<file path="src/rtl/cbus_line_master_pkg.sv">
// Shared CBus types and constants plus the line-transfer additions (line size, line type, FSM states).
package cbus_line_master_pkg;

    localparam int unsigned CBUS_ADDR_W     = 64;
    localparam int unsigned CBUS_DATA_W     = 64;
    localparam int unsigned CBUS_LINE_WORDS = 8;

    localparam logic [2:0] MSIZE8         = 3'd3;
    localparam logic [1:0] AXI_BURST_INCR = 2'b01;

    typedef logic [CBUS_LINE_WORDS*CBUS_DATA_W-1:0] cbus_line_t;

    typedef struct packed {
        logic                   valid;
        logic                   is_write;
        logic [CBUS_ADDR_W-1:0] addr;
        logic [1:0]             burst;
        logic [2:0]             size;
        logic [7:0]             len;
        logic [CBUS_DATA_W-1:0] data;
        logic [7:0]             strobe;
    } cbus_req_t;

    typedef struct packed {
        logic                   ready;
        logic                   last;
        logic [CBUS_DATA_W-1:0] data;
    } cbus_resp_t;

    typedef enum logic [1:0] {
        ST_IDLE = 2'd0,
        ST_BUSY = 2'd1,
        ST_DONE = 2'd2
    } lm_state_e;

endpackage

</file>
<file path="src/rtl/cbus_line_master_buf.sv">
// Line buffer: LINE_WORDS x 64 registers with parallel load, indexed write/read and a flat line view.
module cbus_line_buf
    import cbus_line_master_pkg::*;
#(
    parameter int unsigned LINE_WORDS = CBUS_LINE_WORDS,
    parameter int unsigned IDX_W      = 3
) (
    input  logic                     clk,
    input  logic                     reset,
    input  logic                     load,
    input  logic [LINE_WORDS*64-1:0] load_line,
    input  logic                     wr_en,
    input  logic [IDX_W-1:0]         wr_idx,
    input  logic [63:0]              wr_data,
    input  logic [IDX_W-1:0]         rd_idx,
    output logic [63:0]              rd_data,
    output logic [LINE_WORDS*64-1:0] line
);

    logic [63:0] words [LINE_WORDS];

    always_ff @(posedge clk) begin
        if (reset) begin
            for (int i = 0; i < int'(LINE_WORDS); i++) words[i] <= '0;
        end else if (load) begin
            for (int i = 0; i < int'(LINE_WORDS); i++) words[i] <= load_line[i*64 +: 64];
        end else if (wr_en) begin
            words[wr_idx] <= wr_data;
        end
    end

    assign rd_data = words[rd_idx];

    always_comb begin
        line = '0;
        for (int i = 0; i < int'(LINE_WORDS); i++) line[i*64 +: 64] = words[i];
    end

endmodule

</file>
<file path="src/rtl/cbus_line_master.sv">
// CBus line initiator: one INCR burst per cache-line refill or writeback.
// Optional beat/last cross-check and counter-based termination under CBUS_LAST_CHECK_EN.
module cbus_line_master
    import cbus_line_master_pkg::*;
#(
    parameter int unsigned LINE_WORDS  = CBUS_LINE_WORDS,
    parameter int unsigned OFFSET_BITS = $clog2(LINE_WORDS) + 3
) (
    input  logic                     clk,
    input  logic                     reset,
    input  logic                     req_valid,
    output logic                     req_ready,
    input  logic                     req_is_write,
    input  logic [63:0]              req_addr,
    input  logic [LINE_WORDS*64-1:0] req_wline,
    output logic                     done,
    output logic [LINE_WORDS*64-1:0] rline,
    output logic                     err,
    output cbus_req_t                oreq,
    input  cbus_resp_t               oresp
);

    localparam int unsigned BEAT_W = (LINE_WORDS > 1) ? $clog2(LINE_WORDS) : 1;
    localparam logic [BEAT_W-1:0] LAST_BEAT = BEAT_W'(LINE_WORDS - 1);
    localparam logic [63:0] ADDR_MASK = ~((64'd1 << OFFSET_BITS) - 64'd1);

    lm_state_e         state, state_nxt;
    logic [BEAT_W-1:0] beat;
    logic [63:0]       base;
    logic              is_write;
    logic [63:0]       buf_rdata;
    logic              accept_c, beat_done_c, term_c;

    assign accept_c    = (state == ST_IDLE) && req_valid;
    assign beat_done_c = (state == ST_BUSY) && oresp.ready;

`ifdef CBUS_LAST_CHECK_EN
    assign term_c = beat_done_c && (beat == LAST_BEAT);
`else
    assign term_c = beat_done_c && oresp.last;
`endif

    always_ff @(posedge clk) begin
        if (reset) state <= ST_IDLE;
        else       state <= state_nxt;
    end

    always_comb begin
        state_nxt = state;
        case (state)
            ST_IDLE: if (accept_c) state_nxt = ST_BUSY;
            ST_BUSY: if (term_c)   state_nxt = ST_DONE;
            ST_DONE: state_nxt = ST_IDLE;
            default: state_nxt = ST_IDLE;
        endcase
    end

    always_comb begin
        oreq      = '0;
        req_ready = 1'b0;
        done      = 1'b0;
        case (state)
            ST_IDLE: req_ready = 1'b1;
            ST_BUSY: begin
                oreq.valid    = 1'b1;
                oreq.is_write = is_write;
                oreq.addr     = base;
                oreq.burst    = AXI_BURST_INCR;
                oreq.size     = MSIZE8;
                oreq.len      = 8'(LINE_WORDS - 1);
                oreq.data     = buf_rdata;
                oreq.strobe   = is_write ? 8'hFF : 8'h00;
            end
            ST_DONE: done = 1'b1;
            default: ;
        endcase
    end

    // Transaction context latched on acceptance; beat counter advances per handshake.
    always_ff @(posedge clk) begin
        if (reset) begin
            beat     <= '0;
            base     <= '0;
            is_write <= 1'b0;
        end else if (accept_c) begin
            beat     <= '0;
            base     <= req_addr & ADDR_MASK;
            is_write <= req_is_write;
        end else if (beat_done_c) begin
            beat <= beat + BEAT_W'(1);
        end
    end

`ifdef CBUS_LAST_CHECK_EN
    always_ff @(posedge clk) begin
        if (reset) begin
            err <= 1'b0;
        end else if (beat_done_c && (oresp.last != (beat == LAST_BEAT))) begin
            err <= 1'b1;
            $error("cbus_line_master: last=%0b on beat %0d", oresp.last, beat);
        end
    end
`else
    assign err = 1'b0;
`endif

    cbus_line_buf #(
        .LINE_WORDS (LINE_WORDS),
        .IDX_W      (BEAT_W)
    ) u_buf (
        .clk       (clk),
        .reset     (reset),
        .load      (accept_c && req_is_write),
        .load_line (req_wline),
        .wr_en     (beat_done_c && !is_write),
        .wr_idx    (beat),
        .wr_data   (oresp.data),
        .rd_idx    (beat),
        .rd_data   (buf_rdata),
        .line      (rline)
    );

endmodule

</file>
<file path="config.mk">
export PLATFORM = sky130hd
export DESIGN_NAME = cbus_line_master
export DESIGN_NICKNAME = d
export VERILOG_FILES = /design/src/rtl/cbus_line_master_pkg.sv /design/src/rtl/cbus_line_master_buf.sv /design/src/rtl/cbus_line_master.sv
export SDC_FILE = /design/constraint.sdc
export NUM_CORES = 1
export LEC_CHECK = 0
export CORE_AREA = 2 2 512 514
export CTS_CLUSTER_SIZE = 10
export DETAILED_ROUTE_END_ITERATION = 8
export DIE_AREA = 0 0 514 516
export GPL_TIMING_DRIVEN = 0
export REMOVE_ABC_BUFFERS = 1
export SYNTH_ARGS = -nofsm -noshare
export SYNTH_HDL_FRONTEND = slang
export SYNTH_SLANG_ARGS = --single-unit
</file>
<file path="constraint.sdc">
create_clock -name clk -period 7.49 [get_ports clk]
set_input_delay 1.498 -clock clk [delete_from_list [all_inputs] [get_ports clk]]
set_output_delay 1.498 -clock clk [all_outputs]
set_load 0.01 [all_outputs]
</file>
# ---- After elaboration in Yosys (flattened, before gate mapping)
# Memory sizes are Yosys's and may differ from the RTL's. A register that Yosys moved wholly into a read port is not among the register bits.
# Cells that the tools add are included.
dict set report totals {
  regBits 64
  latch_bits 0
  ram_bits 512
  rom_bits 0
  input_bits 646
  output_inout_bits 666
  wordCells 57
  memories 1
}
# name depth width read_ports rd_ports_with_merged_regs wr line
set mem_list {}
lappend mem_list {u_buf.words 8 64 9 1 8 cbus_line_master_buf.sv:20} ;# logic [63:0] words [LINE_WORDS];
dict set report classes {
  n_addsub 1
  multipliers 0
  div_mod_pow 0
  n_lt_le_gt_ge 0
  eq_ne 4
  n_shift 0
  n_mux 29
  bitwise_logic 8
  reduce_logical 10
}
# cell n
set op_table {}
lappend op_table {{two-way mux 64 bit} 9}
lappend op_table {{two-way mux 151 bit} 1}
lappend op_table {{OR reduction 64 bit} 1}
lappend op_table {{two-way mux 1 bit} 12}
lappend op_table {{two-way mux 3 bit} 3}
lappend op_table {{two-way mux 8 bit} 1}
lappend op_table {{bitwise OR 1 bit} 8}
lappend op_table {{logical AND 1 bit} 5}
lappend op_table {{two-way mux 2 bit} 2}
lappend op_table {{!= test 2 bit (second input constant)} 2}
lappend op_table {{one-hot mux 2 bit (2 select lines)} 1}
lappend op_table {{adder 3 x 1 -> 3 bit (second input constant)} 1}
lappend op_table {{== test 2 x 1 -> 1 bit (second input constant)} 1}
lappend op_table {{== test 2 bit (second input constant)} 1}
lappend op_table {{logical NOT 2 bit} 1}
lappend op_table {{AND reduction 2 bit} 1}
lappend op_table {{OR reduction 2 bit} 1}
lappend op_table {{logical NOT 1 bit} 1}

# ---- Logic depth before layout (Yosys ltp)
dict set report depth {
  depth_word 9
  ltp_mapped 7
  ltp_nobuf 4
}

# ---- Modules after synthesis
# A second synthesis with hierarchy kept.
dict set report hier_totals {
  hier_cells 2026
  hier_area_um2 29154.2
}
# module n_inst cells_per_inst area_per_inst_um2 seq_area_each_um2
set by_module_without_submodules {}
lappend by_module_without_submodules {cbus_line_buf 1 1578 25821.0 15374.7}
lappend by_module_without_submodules {cbus_line_master 1 448 3333.2 1281.2}

# ---- Least setup slack after synthesis
# No wires, ideal clock.
dict set report synth_timing {
  path_type {input to register}
  start {in oresp[65] in the netlist's numbering}
  end {mem u_buf.words[6][0], enable pin}
  setup_ns 0.574
  arrival_ns 6.381
  t_required_ns 6.916
  path_slack_ns 0.535
  path_stages 3
  path_buffers 0
  path_cell_list {and4bb_4 > nand2b_1 > o21ai_0}
}
# element line
set synth_lines {}
lappend synth_lines {{start: declaration} cbus_line_master.sv:20} ;# input cbus_resp_t oresp
lappend synth_lines {{end: declaration} cbus_line_master_buf.sv:20}

==> summary.md <==
The run finished with clean final reports. In this run the worst hold path is classified as reg2reg. The placed instances occupy a cell area of 48700 um^2.

The depth of the worst register-to-register path came out at 13. The pre-antenna-repair detailed-routing pass consisted of 6 iterations. IR analysis of the VDD net gives a maximum drop of 0.144 mV.

The clock arrives with 0.0174 ns of skew. The detail route stage leaves a number of antenna-violating nets equal to 0. The run gives 212000 um as the half-perimeter wire length of the detailed placement result. The die is 516 um tall. Clock tree synthesis found a total of 579 sinks. For the total of endpoints with negative setup slack in the final report, the log shows 0. The logs give 79 for the TritonCTS buffer count and 265000 um^2 for the die area. Setup slack on the critical path of the routed design comes to 2.10 ns.

Global routing consumed, over all layers together, 18.3% of the routing resources. The max-capacitance violation count is 0, and the total setup buffers inserted after CTS is 0. The horizontal die dimension was 514 um. The multi-input combinational cells in the finished layout cover a total of 12400 um^2. Of all nets on the critical path, the largest fanout is 42.

Of the synthesized area, sequential elements account for 55.2%. The count of instances resized after the clock tree is built was 0; the total of hold buffers inserted after clock tree synthesis was 0. In the synthesized netlist, the number of instances is 2275.

The maximum number of pins on one net before global-route repair was 97; the relative area change from synthesis to final layout was 68.8%. In this run the number of H-tree levels came out at 3. No sink is reached through more buffers than the 3 on the longest clock path. The library cells used most frequently in the layout, excluding fill and tap cells, are 1290 x clkdlybuf4s50_1, 512 x edfxtp_1, 264 x mux2_2, 193 x nor2b_1. The logs give 186 MHz for the maximum achievable frequency and 0 for the sum of overflow across all layers after global routing. By area the synthesized netlist is led by edfxtp_1 51%, mux2_2 9.8%, a32o_1 6.3%. The tools report the number of global-route vias before repair as 28884. The library cell used most frequently in the layout, excluding fill and tap cells, is clkdlybuf4s50_1.

Traced cell by cell, the critical path runs through nand2b_4 -> buf_16 -> inv_2 -> buf_12 -> and2_1 -> clkdlybuf4s50_1. For the netlist area before placement, the log shows 30300 um^2. In this run, synthesis produced a sequential element count of 579.

Of all flip-flops after synthesis, the portion carrying an async set or reset was 0%. Power per cell area: 192 nW/um^2. The cell with the largest stage delay on the worst path was clkdlybuf4s50_1. The first global-routing pass estimated 317000 um of wire. In the synthesized netlist the dominant register cell turns out to be edfxtp_1. The number of endpoints with negative hold slack in the final report was 0; the measured slew at the worst slew-check pin was 0.978 ns. Setup slack on the worst reg-to-reg path comes out at 3.44 ns.

The tools report the kind of launch point of the worst setup path as a flip-flop. Setup repair after global routing left no endpoint under its margin. The time the final worst path needs with I/O delays and setup came out at 5.39 ns. STA classifies the critical path endpoint as an output pin.

STA puts the critical path data arrival time at 3.89 ns. At the end of the flow, the number of nets in the layout was 4192. At the end of routability-driven placement, the weighted congestion stood at 0.941.

The tools report the total instance count after detailed placement as 6865. The area of all placed cells without fillers came out at 51200 um^2. After clock tree synthesis, the clock-pin slew on the worst setup and hold paths is 0.06 ns. The number of distinct library cells after synthesis is 41. The instance count on the critical path came out at 6.

In this run the standard cell core region covers 259000 um^2. The sequential cell area in the final layout was 16700 um^2. Cell count of the worst hold path: 2. The max-slew headroom at the worst pin came out at 34.8%. For the placement row count, the log shows 187. TritonCTS built the clock tree. Grouping stages by cell kind, the critical path spends the most delay in buffers and inverters. 1312 I/O pins were placed. The required time at the endpoint of the critical path is 5.99 ns, and the fraction of post-synthesis cell area in the top cell type by area is 50.7%. edfxtp_1 takes more of the synthesized area than any other cell. The number of DRC violations after detailed routing was 0; the leakage component of the power was 17.9 nW.

The tree is rooted in a clkbuf_16. The fraction of the core area covered by cells at the end of the flow was 19.7%; the wire length reported by the detailed router was 254000 um. The startpoint identified for the worst hold timing path is base[50]$_SDFFE_PP0N_. The initial core utilization was 11.7%. The vias per cell is 4.13, and the delay of the slowest cell on the worst path is 0.66 ns. The average cell area after synthesis came out at 13.3 um^2.

In this run the critical register-to-register path is launched from state[0]$_SDFFE_PP0P_. After routing, the total negative slack on setup checks comes to 0 ns. The initial antenna violation count came out at 69. In the final routed layout, each cell accounts on average for 36.2 um. The tools report the via total after detailed routing as 29019. The design draws 9.81 mW. The violation count after the first detailed-route iteration is 3155.

Fill cells in the final layout number 28038. The most critical setup path has its startpoint at state[0]$_SDFFE_PP0P_. The final period utilization was 72.0%; the number of synthesized flops with an enable pin was 512. The number of buffers and inverters on the critical path is 4.

The count of yosys warnings during synthesis came out at 0. Worst slack at placement: 2.42 ns. The finished layout holds 7024 standard cells, fillers aside. The later-pin clock latency in the skew report is 0.67 ns, and the count of pins over their slew limit is 0. The type of the setup path with the least slack was reg2out. Port buffering added 1291 buffers. The share of cells above drive strength 1 was 18.2%. Hold is met by 0.453 ns.
## tightest hold or removal path, stage by stage (launching register included)
cell and delay, ns:
dfxtp_1 0.30, nand2_1 0.05, a21oi_1 0.05
## state kept, by name, summed over array words and instances (netlist names), named ones only
register,flops
u_buf.words,512
base,58
beat,3
state,2
is_write,1
## cells by family (layout without fill, tap and decap cells)
| group | after synthesis | after routing | share of synthesized area, % |
|---|---|---|---|
| compound gates | 581 | 581 | 15.7 |
| xor+xnor | 2 | 2 | 0.0578 |
| fa+ha+maj | 1 | 1 | 0.0413 |
| buf+inv | 260 | 1569 | 4.66 |
| flops | 579 | 579 | 55.2 |
| mux | 385 | 385 | 15.8 |
| other cells | 1 | 39 | 0.0124 |
| simple gates | 466 | 466 | 8.60 |
## Yosys cell counts, drive strengths merged, types with 7 or more instances
library cell  number
a22o             192
nor3              68
a32o             192
clkbuf            81
a21oi             61
dfxtp             67
and2              59
nor2b            193
o22ai            128
edfxtp           512
o21ai              8
nand2b             7
nand2            121
buf              178
mux2             384
## per-layer routing
metal,wire [um],global-route usage [%],up-vias
met3,36200,10.3,378
met1,97300,21.2,14932
met5,540,0.901,-
li1,-,-,11530
met4,10800,6.57,32
met2,110000,28.0,2147
## where the power goes
part	total [mW]	switching [mW]	internal, mW
Clock	3.65	1.60	2.05
Combinational	2.19	1.17	1.02
Sequential	3.97	0.196	3.78
Total	9.81	2.97	6.84
## final cells by class
cell class	instances	share of cell area [%]
Sequential cell	579	32.7
Timing Repair Buffer	1435	30.1
Multi-Input combinational cell	1449	24.2
Tap cell	3402	8.32
Clock buffer	110	4.26
Clock inverter	23	0.306
Antenna cell	25	0.122
Inverter	1	0.00734
## worst paths after layout
check / end
max: oreq[149]
min: base[50]$_SDFFE_PP0N_
max reg2reg: u_buf.words[5][38]$_DFFE_PP_
min reg2reg: base[50]$_SDFFE_PP0N_
No activity file was read; power rests on OpenSTA's default activity.
